$ cat config.mk
export PLATFORM = sky130hd
export DESIGN_NAME = maze_env_step
export DESIGN_NICKNAME = d
export VERILOG_FILES = /design/src/rtl/maze_pkg.sv /design/src/rtl/maze_move_check.sv /design/src/rtl/maze_env_step.sv
export SDC_FILE = /design/constraint.sdc
export NUM_CORES = 1
export LEC_CHECK = 0
export CAP_MARGIN = 20
export CELL_PAD_IN_SITES_DETAIL_PLACEMENT = 1
export CELL_PAD_IN_SITES_GLOBAL_PLACEMENT = 2
export CORE_MARGIN = 2
export CORE_UTILIZATION = 31
export CTS_BUF_LIST = sky130_fd_sc_hd__clkbuf_4 sky130_fd_sc_hd__clkbuf_8
export CTS_CLUSTER_SIZE = 16
export DETAILED_ROUTE_END_ITERATION = 8
export PLACE_DENSITY_LB_ADDON = 0.1
export RECOVER_POWER = 100
export SYNTH_ARGS = -nofsm -noshare
export SYNTH_HDL_FRONTEND = slang
export SYNTH_HIERARCHICAL = 1
export SYNTH_SLANG_ARGS = --single-unit
$ cat constraint.sdc
create_clock -name clk -period 13.06 [get_ports clk]
set_clock_uncertainty 0.1 [all_clocks]
set_input_delay 1.306 -clock clk [delete_from_list [all_inputs] [get_ports clk]]
set_output_delay 1.306 -clock clk [all_outputs]
set_load 0.01 [all_outputs]
$ cat src/rtl/maze_pkg.sv
// maze_pkg: shared types and constants for the grid-maze environment.
//   action_t    : agent move encoding (down/right/up/left)
//   fsm_state_t : step-engine control states
//   DEF_R_*     : default reward constants
//   state_width : bits needed to hold cell numbers 0..cells
package maze_pkg;

    typedef enum logic [1:0] {
        ACT_DOWN  = 2'd0,
        ACT_RIGHT = 2'd1,
        ACT_UP    = 2'd2,
        ACT_LEFT  = 2'd3
    } action_t;

    typedef enum logic [1:0] {
        ST_LOAD     = 2'd0,
        ST_WAIT_ACT = 2'd1,
        ST_EVAL     = 2'd2,
        ST_RESP     = 2'd3
    } fsm_state_t;

    localparam int DEF_R_GOAL = 100;
    localparam int DEF_R_BUMP = -5;
    localparam int DEF_R_STEP = -1;

    // Cell 0 is reserved as "invalid", so the width must cover cells+1 codes.
    function automatic int state_width(input int cells);
        return $clog2(cells + 1);
    endfunction

endpackage

$ cat src/rtl/maze_move_check.sv
// maze_move_check: combinational move legality for one agent step.
//   cur         : current cell (1..ROWS*COLS, row-major)
//   action      : requested move
//   blocked_map : bit i set = cell i blocked (bit 0 ignored in practice)
//   cand        : candidate cell after the move (valid when legal)
//   legal       : move stays on the grid and does not enter a blocked cell
module maze_move_check
    import maze_pkg::*;
#(
    parameter int ROWS = 6,
    parameter int COLS = 6,
    parameter int SW   = state_width(ROWS * COLS)
) (
    input  logic [SW-1:0]      cur,
    input  action_t            action,
    input  logic [ROWS*COLS:0] blocked_map,
    output logic [SW-1:0]      cand,
    output logic               legal
);

    // One extra bit so cur+COLS / cur-COLS never wrap before the edge test.
    localparam int XW = SW + 1;
    localparam logic [XW-1:0] COLS_X        = XW'(COLS);
    localparam logic [XW-1:0] COL_LAST      = XW'(COLS - 1);
    localparam logic [XW-1:0] LAST_ROW_BASE = XW'((ROWS - 1) * COLS);
    localparam logic [ROWS*COLS:0] ONE_HOT0 = 1;

    logic [XW-1:0] idx;     // zero-based cell index
    logic [XW-1:0] col;
    logic [XW-1:0] cand_x;
    logic          edge_ok;
    logic          blk;

    always_comb begin
        idx     = {1'b0, cur} - XW'(1);
        col     = idx % COLS_X;
        cand_x  = {1'b0, cur};
        edge_ok = 1'b0;
        case (action)
            ACT_DOWN: begin
                cand_x  = {1'b0, cur} + COLS_X;
                edge_ok = (idx < LAST_ROW_BASE);
            end
            ACT_RIGHT: begin
                cand_x  = {1'b0, cur} + XW'(1);
                edge_ok = (col != COL_LAST);
            end
            ACT_UP: begin
                cand_x  = {1'b0, cur} - COLS_X;
                edge_ok = (idx >= COLS_X);
            end
            ACT_LEFT: begin
                cand_x  = {1'b0, cur} - XW'(1);
                edge_ok = (col != '0);
            end
            default: begin
                cand_x  = {1'b0, cur};
                edge_ok = 1'b0;
            end
        endcase
        // Shifted one-hot lookup: an off-grid candidate simply misses the map.
        blk   = |(blocked_map & (ONE_HOT0 << cand_x));
        legal = edge_ok && !blk;
        cand  = cand_x[SW-1:0];
    end

endmodule

$ cat src/rtl/maze_env_step.sv
// maze_env_step: stateful ROWSxCOLS grid-maze environment, one action per step.
//   clk, rst (async, active low)
//   start_state/target_state : episode start cell and goal cell
//   blocked_map              : per-cell blocked bitmap, sampled during EVAL
//   act_valid/act_ready/action                 : action channel
//   res_valid/res_ready, next_state, reward,
//   bumped, episode_done, timeout               : result channel
//   cur_state, step_count, episode_count        : environment state
// Optional build macro MAZE_STEP_LIMIT_EN: end an episode with timeout once
// MAX_STEPS steps are taken without reaching the goal.
module maze_env_step
    import maze_pkg::*;
#(
    parameter int ROWS      = 6,
    parameter int COLS      = 6,
    parameter int RW        = 16,
    parameter int R_GOAL    = DEF_R_GOAL,
    parameter int R_BUMP    = DEF_R_BUMP,
    parameter int R_STEP    = DEF_R_STEP,
    parameter int CW        = 16,
    parameter int MAX_STEPS = 64,
    // Derived from the grid size; not meant to be overridden.
    parameter int SW        = state_width(ROWS * COLS)
) (
    input  logic                 clk,
    input  logic                 rst,
    input  logic [SW-1:0]        start_state,
    input  logic [SW-1:0]        target_state,
    input  logic [ROWS*COLS:0]   blocked_map,
    input  logic                 act_valid,
    output logic                 act_ready,
    input  logic [1:0]           action,
    output logic                 res_valid,
    input  logic                 res_ready,
    output logic [SW-1:0]        cur_state,
    output logic [SW-1:0]        next_state,
    output logic signed [RW-1:0] reward,
    output logic                 bumped,
    output logic                 episode_done,
    output logic                 timeout,
    output logic [CW-1:0]        step_count,
    output logic [CW-1:0]        episode_count
);

`ifdef MAZE_STEP_LIMIT_EN
    localparam bit LIMIT_EN = 1'b1;
`else
    localparam bit LIMIT_EN = 1'b0;
`endif

    localparam logic signed [RW-1:0] RV_GOAL   = RW'(R_GOAL);
    localparam logic signed [RW-1:0] RV_BUMP   = RW'(R_BUMP);
    localparam logic signed [RW-1:0] RV_STEP   = RW'(R_STEP);
    localparam logic [CW-1:0]        LAST_STEP = CW'(MAX_STEPS - 1);

    fsm_state_t state, state_nxt;
    action_t    act_q;

    logic [SW-1:0]        cand;
    logic                 legal;
    logic                 at_goal;
    logic                 reach_goal;
    logic                 hit_limit;
    logic [SW-1:0]        ev_next;
    logic signed [RW-1:0] ev_reward;
    logic                 ev_bump;

    maze_move_check #(
        .ROWS (ROWS),
        .COLS (COLS),
        .SW   (SW)
    ) u_move (
        .cur         (cur_state),
        .action      (act_q),
        .blocked_map (blocked_map),
        .cand        (cand),
        .legal       (legal)
    );

    // ---------------- FSM: state register ----------------
    always_ff @(posedge clk or negedge rst) begin
        if (!rst) state <= ST_LOAD;
        else      state <= state_nxt;
    end

    // ---------------- FSM: next state ----------------
    always_comb begin
        state_nxt = state;
        case (state)
            ST_LOAD:     state_nxt = ST_WAIT_ACT;
            ST_WAIT_ACT: if (act_valid) state_nxt = ST_EVAL;
            ST_EVAL:     state_nxt = ST_RESP;
            ST_RESP:     if (res_ready) state_nxt = ST_WAIT_ACT;
            default:     state_nxt = ST_LOAD;
        endcase
    end

    // ---------------- FSM: outputs ----------------
    always_comb begin
        act_ready = (state == ST_WAIT_ACT);
        res_valid = (state == ST_RESP);
    end

    // ---------------- step evaluation ----------------
    always_comb begin
        // Start == target: the agent is already home, so no move is made.
        at_goal    = (cur_state == target_state);
        reach_goal = !at_goal && legal && (cand == target_state);
        hit_limit  = LIMIT_EN && (step_count == LAST_STEP) && !(at_goal || reach_goal);
        ev_bump    = !at_goal && !legal;
        ev_next    = (!at_goal && legal) ? cand : cur_state;
        if (at_goal || reach_goal) ev_reward = RV_GOAL;
        else if (ev_bump)          ev_reward = RV_BUMP;
        else                       ev_reward = RV_STEP;
    end

    // ---------------- datapath registers ----------------
    always_ff @(posedge clk or negedge rst) begin
        if (!rst) begin
            act_q         <= ACT_DOWN;
            cur_state     <= '0;
            next_state    <= '0;
            reward        <= '0;
            bumped        <= 1'b0;
            episode_done  <= 1'b0;
            timeout       <= 1'b0;
            step_count    <= '0;
            episode_count <= '0;
        end else begin
            case (state)
                ST_LOAD: begin
                    cur_state  <= start_state;
                    step_count <= '0;
                end
                ST_WAIT_ACT: begin
                    if (act_valid) act_q <= action_t'(action);
                end
                ST_EVAL: begin
                    next_state   <= ev_next;
                    reward       <= ev_reward;
                    bumped       <= ev_bump;
                    episode_done <= at_goal || reach_goal || hit_limit;
                    timeout      <= hit_limit;
                end
                ST_RESP: begin
                    if (res_ready) begin
                        if (episode_done) begin
                            cur_state     <= start_state;
                            step_count    <= '0;
                            episode_count <= episode_count + CW'(1);
                        end else begin
                            cur_state <= next_state;
                            if (step_count != '1) step_count <= step_count + CW'(1);
                        end
                    end
                end
                default: ;
            endcase
        end
    end

endmodule

Word level (Yosys, flattened, before mapping)
Cells that the tools add are included.

cells by class
  bitwise operators = 1
  add/sub/neg operators = 6
  multiplexer cells = 15
  reduce and logical (&&, ||, !) cells = 18
  eq/ne operators = 13
  shifts and indexed selects = 1
  magnitude comparators = 2
  divide/modulo/power cells = 1

operator list
  operator               count
  $mux 16                4
  $and 37x37->37         1
  $reduce_or 37->1       1
  $shl 1x7->37 const A   1
  $add 16x1->16 const B  2
  $pmux 16 s2            1
  $pmux 7 s4             1
  $mux 6                 3
  $ne 16x16->1 const B   1
  $eq 6x6->1             2
  $pmux 6 s2             1
  $eq 2x2->1 const B     4
  $pmux 2 s4             1
  $add 6x1->7 const B    1
  $add 6x3->7 const B    1
  $ge 7x3->1 const B     1
  $lt 7x5->1 const B     1
  $mod 7x3->7 const B    1
  $ne 7x3->1 const B     1
  $reduce_bool 7->1      1
  $sub 6x1->7 const B    1
  $sub 6x3->7 const B    1
  $reduce_and 2->1       3
  $reduce_and 3->1       2
  12 further kinds       20

storage, ports and cells
  input port bits = 55
  output and inout port bits = 65
  flip-flop bits (word level) = 66
  logic and storage cells = 66

Logic depth before layout (Yosys ltp)
Gate-level depths: netlist of run 1.

  word-level depth = 11
  gate-level depth with buffers = 21
  gate-level depth less buffers = 17

Modules after synthesis
The synthesis of run 1 kept the hierarchy.

by module, submodules not included
  module           cells each  instances  area each (um^2)
  maze_env_step    298         1          2962.8
  maze_move_check  215         1          1383.8

Worst setup path after synthesis of run 1
Ideal clock, no wire load.

  path kind = reg2reg
  from = register cur_state[0]
  to = register next_state[0]
  buffers on the path = 3
  data arrival time = 4.411 ns
  stages on the path, launching flop included = 20
  period minus slack after synthesis = 4.611 ns
  data required time = 12.860 ns
  slack = 8.449 ns
  cell sequence = dfrtp_1 -> clkbuf_1 -> clkbuf_1 -> inv_1 -> ha_1 -> clkbuf_1 -> or3b_2 -> o311ai_0 -> o31ai_1 -> or2_1 -> inv_1 -> ha_1 -> nor2_1 -> a22o_1 -> nand4_1 -> o211ai_1 -> o211a_1 -> a211oi_1 -> o21ai_0 -> a311oi_1

between the ends
  longest elaborated chain between the ends = 9
  elaborated cells between the ends (all ways) = 20
  those cells by class = add/sub (4); div (1); order compare (2); eq/ne (2); shift (1); mux (3); bitwise (1); reduce/logical (6)

ends and longest elaborated chain
  what                                                 RTL line               text
  start, declared                                      maze_env_step.sv:35    output logic [SW-1:0] cur_state,
  start signal, assigned                               maze_env_step.sv:132   cur_state <= start_state;
  start signal, assigned                               maze_env_step.sv:148   cur_state <= start_state;
  start signal, assigned                               maze_env_step.sv:152   cur_state <= next_state;
  branches (longest 6 deep; another with $sub 6x1->7)  n/a
  $logic_and 1x1->1 *                                  maze_move_check.sv:63  legal = edge_ok && !blk;
  named net legal                                      maze_env_step.sv:60    logic legal;
  $logic_and 1x1->1 *                                  maze_env_step.sv:111   ev_next = (!at_goal && legal) ? cand : cur_state;
  $mux 6 *                                             maze_env_step.sv:111
  end signal, assigned                                 maze_env_step.sv:139   next_state <= ev_next;
  end, declared                                        maze_env_step.sv:36    output logic [SW-1:0] next_state,

Mark *: on every way through the listed nets, which the timed path passes.
A chain may end at the register's enable or synchronous reset.

Worst setup path after layout of run 1
  from = register cur_state[2]
  to = register next_state[3]

between the ends
  longest elaborated chain between the ends = 9
  elaborated cells between the ends (all ways) = 20
  those cells by class = add/sub (4); div (1); order compare (2); eq/ne (2); shift (1); mux (3); bitwise (1); reduce/logical (6)

ends and longest elaborated chain
  what                                       RTL line               text
  $sub 6x1->7, or another cell as far along  maze_move_check.sv:53  cand_x = {1'b0, cur} - XW'(1);
  $pmux 7 s4 *                               maze_move_check.sv:39  case (action)
  named net cand[3]                          maze_env_step.sv:59    logic [SW-1:0] cand;
  $shl 1x7->37 *                             maze_move_check.sv:62  blk = |(blocked_map & (ONE_HOT0 << cand_x));
  $and 37x37->37 *                           maze_move_check.sv:62
  $reduce_or 37->1 *                         maze_move_check.sv:62
  $logic_not 1->1 *                          maze_move_check.sv:63
  $logic_and 1x1->1 *                        maze_move_check.sv:63
  named net legal                            maze_env_step.sv:60
  $logic_and 1x1->1 *                        maze_env_step.sv:111
  $mux 6 *                                   maze_env_step.sv:111

The timed path passes the listed nets; every way through them passes the cells marked *.

==> metrics.yaml, run 1 <==
yosys:
  synth_top_area_share_pct: 30.51
  netlist_instances: 513
  syn_avg_cell_area_sq_um: 8.473
  synth_ff_type: "dfrtp_1"
  async_reset_ff_share_pct: 100.0
  synth-seq-area-share_pct: 30.51
  yosysTopAreaCell: "dfrtp_1"
  netlist-cell-type-count: 75
  netlist_area_sq_um: 4347
  synthTopCellsByArea: "dfrtp_1 31%, xnor2_1 5.8%, nand2_1 4.4%, ha_1 4.0%, mux2i_1 3.0%"
  ys_seq_elements: 53
  syn-num-nets: 583
  synth_warnings: 6
  synth_edf_count: 0
pwr:
  power_mw: 1.385
  power.density_nw_per_um2: 247.1
  vdd_drop_max_mv: 0.09800
  p_leak_nw: 2.374
clock_network:
  post_cts_buffers: 0
  clk_latency_ns: 0.31
  cts_tree: "built"
  path_clk_slew_ns: 0.10
  cts_sinks: 53
  ctsResizeCount: 0
  max-clock-path-buffers: 2
  cts_buffers: 5
  htreeDepth: 2
  cts_hold_buffers: 0
  clockRootBuffer: "clkbuf_8"
drt:
  drtIter0Drc: 212
  detail-route-antenna-nets: 0
  routed_wl_mm: 13.73
  viasPerCell: 5.494
  firstDrtPassIters: 4
  drc: 0
  vias: 4269
  post_drt_wl_per_cell_microns: 17.66
floorplanning:
  die_y_microns: 122.4
  row_count: 43
  coreArea_sq_um: 13770
  dieArea_sq_um: 14980
  die_x_microns: 122.4
  io_pins: 120
  initial_utilization_pct: 31.56
worst_hold_path:
  min_path_cells: 1
  worstHoldPathType: "flip-flop to flip-flop"
  worstHoldStart: "episode_count[15]"
placement:
  gp_congestion: 0.8504
  io_buffers: 118
  placed_cell_area_sq_um: 5525
  hpwl_mm: 10.29
layout:
  diodes: 0
  design_area_sq_um: 5605
  drive_above_1_share_pct: 5.528
  area_growth_syn_to_layout_pct: 28.96
  final_nets: 666
  final_common_cell: "dlygate4sd3_1"
  final_cell_mix: "65 x dlygate4sd3_1, 53 x dfrtp_1, 52 x clkdlybuf4s50_1, 51 x nand2_1, 29 x xnor2_1"
flow_run:
  cap_violations: 1
timing:
  min_period_over_period_pct: 44.21
  max_freq_ghz: 0.1732
  period_minus_slack_ns: 5.773
  rsz0062_at_grt: "no"
  maxSlewViolCount: 54
  tightest_slew_ns: 2.990
  tns_ns: 0
  relSlewSlack_pct: -99.34
  setup_viol: 0
  hold_viol_final: 0
critical_path:
  required_ns: 13.17
  worstReg2RegStart: "cur_state[2]"
  ff2ff_setup_slack_ns: 7.29
  critPathMaxFanout: 24
  critPathCaptureType: "flip-flop"
  worstSetupStartpointType: "flip-flop"
  critPathTopFamily: "compound AO/OA/AOI/OAI gates"
  crit_type: "flip-flop to flip-flop"
  crit_slowest_cell: "nor3_1"
  crit_cells: 14
  crit_buf_inv: 3
  crit_path_cell_trace: "clkbuf_1, inv_1, fa_1, xor2_1, nor2_1, nor3_1, inv_1, mux2i_1, nor3_1, o31ai_1, nand4_1, a211oi_1, o21ai_0, a311oi_1"
  critPathArrivalTime_ns: 5.89
  crit_start: "cur_state[2]"
  reg2reg_depth: 14
  cp-endpoint: "next_state[3]"
  cpPeakStageDelay_ns: 0.89
  regToRegEndpoint: "next_state[3]"
global_routing:
  grt_pass1_vias: 4385
  grt_max_degree: 54
  grt.overflow.total: 0
  antenna_found_initial: 0
  grt_pass1_wl_mm: 23.09
  grt_use_total_pct: 19.17
run_status:
  status: "finished, violations left"
  violations: "max-capacitance violations, max-slew violations"
-- worst min path at each step --
stage / endpoint / slack, ns
2_1_floorplan: state[1] / 0.40
3_3_place_gp: episode_count[15] / 0.37
3_5_place_dp: episode_count[15] / 0.37
4_1_cts: episode_count[15] / 0.39
5_1_grt: episode_count[7] / 0.42
6_report: episode_count[15] / 0.38
-- routing by layer --
metal | vias up | GRT usage (%) | wire (microns)
li1 | 2036 | - | -
met1 | 2150 | 27.95 | 6614
met2 | 77 | 30.52 | 6470
met3 | 6 | 3.299 | 582
met4 | 0 | 2.227 | 57
met5 | - | 0 | 0
-- sequential cells by signal (all words and copies together) (netlist names) --
| name | cells |
|---|---|
| episode_count | 16 |
| next_state | 6 |
| episode_done | 1 |
| reward | 3 |
| state | 2 |
| act_q | 2 |
| cur_state | 6 |
| step_count | 16 |
| bumped | 1 |
-- synth_stat cells, types with 3 or more instances --
cell type,number
inv_2,4
mux2i_1,13
a311oi_1,6
and3_1,7
buf_4,15
nor3_1,9
o22a_1,3
mux2_2,7
buf_1,3
a211o_1,3
o22ai_1,7
buf_2,4
clkbuf_1,21
ha_1,14
nand4_1,18
nor2b_1,7
and4_1,4
nor4_1,7
xor2_1,8
a32oi_1,4
o41ai_1,3
or4_1,4
nor2_1,24
o21ai_1,3
xnor2_1,29
a21o_1,3
nand2_1,51
nand2b_1,5
inv_1,26
o311ai_0,6
o21ai_0,23
a211oi_1,9
a21oi_1,18
dfrtp_1,53
o31ai_1,7
nand3_1,23
a31oi_1,9
-- kinds of logic after synthesis --
family / count (synthesis) / synth area share (%)
buffers and inverters: 75 / 8.233
other: 1 / 0.08627
and+or+nand+nor: 182 / 23.34
xor gates and xnor gates: 38 / 7.830
DFF: 53 / 30.51
muxes: 20 / 4.807
adders and majority gates: 15 / 4.491
AOI/OAI and AO/OA: 129 / 20.70
-- power breakdown --
group          internal (mW)  switching (mW)
logic                  0.399           0.591
clock network         0.0432          0.0584
registers              0.203          0.0905
total                  0.645           0.740
-- area by class of cell --
type | count | area (sq um)
Timing Repair Buffer | 121 | 1191
Clock buffer | 6 | 82.58
Inverter | 30 | 112.6
Tap cell | 180 | 225.2
Sequential cell | 53 | 1326
Fill cell | 1639 | 8168
Multi-Input combinational cell | 385 | 2654
Clock inverter | 2 | 13.76
-- per-stage QoR --
stage	hold slack, ns	utilization, %	setup WS [ns]	std cells
after detailed placement	0.3666	40.12	7.866	769
after CTS	0.3884	40.82	7.856	777
after floorplan	0.3969	-	8.449	513
after global placement	0.3660	40.12	8.155	769
after global routing	0.4160	40.70	6.513	777
final	0.3775	40.70	7.287	777
-- worst register-to-register path, cell delays in order (launching register included) --
cell      delay [ns]
dfrtp_1         0.33
clkbuf_1        0.83
inv_1           0.32
fa_1            0.52
xor2_1          0.16
nor2_1          0.08
nor3_1          0.89
inv_1           0.38
mux2i_1         0.25
nor3_1          0.07
o31ai_1         0.25
nand4_1         0.14
a211oi_1        0.52
o21ai_0         0.45
a311oi_1        0.40
Note: power is estimated with default switching activity, not from simulation.
==> run 2, diff against run 1 <==
--- a/config.mk
+++ b/config.mk
@@ -9,7 +9,7 @@
 export CELL_PAD_IN_SITES_DETAIL_PLACEMENT = 1
 export CELL_PAD_IN_SITES_GLOBAL_PLACEMENT = 2
 export CORE_MARGIN = 2
-export CORE_UTILIZATION = 31
+export CORE_UTILIZATION = 29
 export CTS_BUF_LIST = sky130_fd_sc_hd__clkbuf_4 sky130_fd_sc_hd__clkbuf_8
 export CTS_CLUSTER_SIZE = 16
 export DETAILED_ROUTE_END_ITERATION = 8
==> constraint.sdc (replaced) <==
create_clock -name clk -period 5.6 [get_ports clk]
set_clock_uncertainty 0.1 [all_clocks]
set_input_delay 0.56 -clock clk [delete_from_list [all_inputs] [get_ports clk]]
set_output_delay 0.56 -clock clk [all_outputs]
set_load 0.01 [all_outputs]
==> run 2 against run 1 <==
Compared with the run above:
- sequential share of layout area down 0.19 points
- global-route usage down 1.2 points
- worst setup slack worse by 6.6 ns
- the flow still finishes with violations (max-capacitance violations, max-slew violations)
- largest power group unchanged
- flip-flop and latch count unchanged
- fmax up 18%
- critical path depth up 1
- combinational power rose to 2.5 times the previous value
- clock power up 140%
- final cell count up 1.5%
- core utilization down 2.0 points
- clock-buffer cell count unchanged
==> metrics.yaml, run 2 (synthesis gave the netlist of run 1 again) <==
run_status:
  status: "finished, violations left"
  violations: "max-capacitance violations, max-slew violations"
global_routing:
  grt_max_degree: 54  # unchanged
  grt_pass1_wl_mm: 23.49  # +1.7%
  antenna_found_initial: 0  # unchanged
  grt.overflow.total: 0  # unchanged
  grt_pass1_vias: 4384  # -0.023%
  grt_use_total_pct: 18.01  # -1.2 points
drt:
  viasPerCell: 5.399  # -1.7%
  detail-route-antenna-nets: 0  # unchanged
  post_drt_wl_per_cell_microns: 18.32  # +3.7%
  vias: 4260  # -0.21%
  drc: 0  # unchanged
  firstDrtPassIters: 5  # +1
  drtIter0Drc: 217  # +2.4%
  routed_wl_mm: 14.46  # +5.3%
pwr:
  vdd_drop_max_mv: 0.1982  # +100%
  p_leak_nw: 2.384  # +0.45%
  power.density_nw_per_um2: 595.1  # +140%
critical_path:
  required_ns: 5.72  # -7.45 ns
  critPathArrivalTime_ns: 5.00  # -0.89 ns
  critPathMaxFanout: 16  # -33%
  ff2ff_setup_slack_ns: 0.73  # -6.56 ns
  worstSetupStartpointType: "flip-flop"
  critPathCaptureType: "flip-flop"
  crit_type: "flip-flop to flip-flop"
placement:
  place_ws_ns: 0.8670  # -6.999 ns
  io_buffers: 118  # unchanged
  gp_congestion: 0.7679  # -9.7%
  hpwl_mm: 10.76  # +4.6%
layout:
  multiInputGateArea_sq_um: 2643  # -0.42%
  area_growth_syn_to_layout_pct: 30.02
  final_nets: 674  # +1.2%
  final_cell_mix: "61 x dlygate4sd3_1, 56 x clkdlybuf4s50_1, 53 x dfrtp_1, 51 x nand2_1, 29 x xnor2_1"
  final_common_cell: "dlygate4sd3_1"
  final-seq-area_sq_um: 1326  # unchanged
  diodes: 0  # unchanged
  n_fill_cell: 1687  # +2.9%
  drive_above_1_share_pct: 6.612  # +1.1 points
  top_regs: "episode_count: 16 flops, step_count: 16 flops"
clock_network:
  path_clk_slew_ns: 0.11  # about the same
  cts_hold_buffers: 0  # unchanged
  htreeDepth: 2  # unchanged
  clk_latency_ns: 0.32  # about the same
  post_cts_buffers: 0  # unchanged
  ctsResizeCount: 0  # unchanged
  cts_tree: "built"
  clockRootBuffer: "clkbuf_8"
  cts_buffers: 5  # unchanged
  max-clock-path-buffers: 2  # unchanged
  cts_sinks: 53  # unchanged
floorplanning:
  die_y_microns: 126.4  # +3.3%
  coreArea_sq_um: 14590  # +5.9%
  dieArea_sq_um: 15980  # +6.7%
  die_x_microns: 126.4  # +3.3%
  io_pins: 120  # unchanged
  initial_utilization_pct: 29.79  # -1.8 points
  row_count: 44  # +2.3%
timing:
  tns_ns: 0  # unchanged
  setup_viol: 0  # unchanged
  maxSlewViolCount: 69  # +28%
  rsz0062_at_grt: "no"
  period_minus_slack_ns: 4.875  # -0.8987 ns
  max_freq_ghz: 0.2051  # +18%
  hold_viol_final: 0  # unchanged
  setup_slack_ns: 0.7254  # -6.561 ns
  tightest_slew_ns: 3.038  # +0.04830 ns
  min_period_over_period_pct: 87.05  # +43 points
  relSlewSlack_pct: -102.6  # -3.2 points
flow_run:
  cap_violations: 2  # +1
worst_hold_path:
  worstHoldPathType: "flip-flop to flip-flop"
## run 2: changes by cell type in the layout (fill, tap and decap cells not counted), moves of 2 or more
cell	change
buf_4	+6
clkdlybuf4s50_1	+4
dlygate4sd3_1	-4
o21ai_0	-3
clkbuf_1	+2
o21ai_1	+2
## run 2: worst paths after layout
kind,from,end,cells past startpoint
max,cur_state[1],next_state[5],15
max reg2reg,cur_state[1],next_state[5],15
max in group asynchronous,rst,episode_count[3],2
min in group asynchronous,rst,step_count[6],2
min,episode_count[15],episode_count[15],1
min reg2reg,episode_count[15],episode_count[15],1
## run 2: final cells by class
class                           instances  area share [%]
Clock buffer                            6           1.461
Clock inverter                          2          0.2435
Inverter                               30           1.992
Multi-Input combinational cell        385           46.76
Sequential cell                        53           23.47
Tap cell                              184           4.074
Timing Repair Buffer                  129           22.01
## run 2: layer usage
metal,track usage [%],share of wire (%),vias to the layer above,wire length [microns]
met1,25.83,50,2091,7278
met4,3.878,1.3,0,190
met2,28.66,45,97,6469
met3,2.826,3.6,16,520
li1,-,-,2056,-
met5,0,0,-,0
## run 2: per-stage QoR
step	instance area, sq um	hold WS, ns	util (%)	total power, mW	cells
2_1_floorplan	4347	0.1644	-	2.337	513
3_3_place_gp	5590	0.3647	38.32	3.129	781
3_5_place_dp	5590	0.3785	38.32	3.182	781
4_1_cts	5687	0.2856	38.98	3.438	789
5_1_grt	5652	0.4294	38.74	3.668	789
6_report	5652	0.3935	38.74	3.363	789
## run 2: where the power goes
part           internal [mW]  total, mW  switching, mW
clock                  0.101      0.242          0.141
sequential             0.474      0.646          0.172
combinational          0.995       2.48           1.48
## run 2: critical path, cell delays in order, from the launching register on
cell and delay [ns]:
dfrtp_1 0.39, clkbuf_1 0.43, or2_1 0.46, o311ai_0 0.36
o31ai_1 0.15, or2_0 0.33, inv_1 0.09, ha_1 0.24
nor2_1 0.08, a22o_1 0.29, nand4_1 0.10, o211ai_1 0.10
o211a_1 0.23, a211oi_1 0.60, o21ai_0 0.47, a311oi_1 0.38
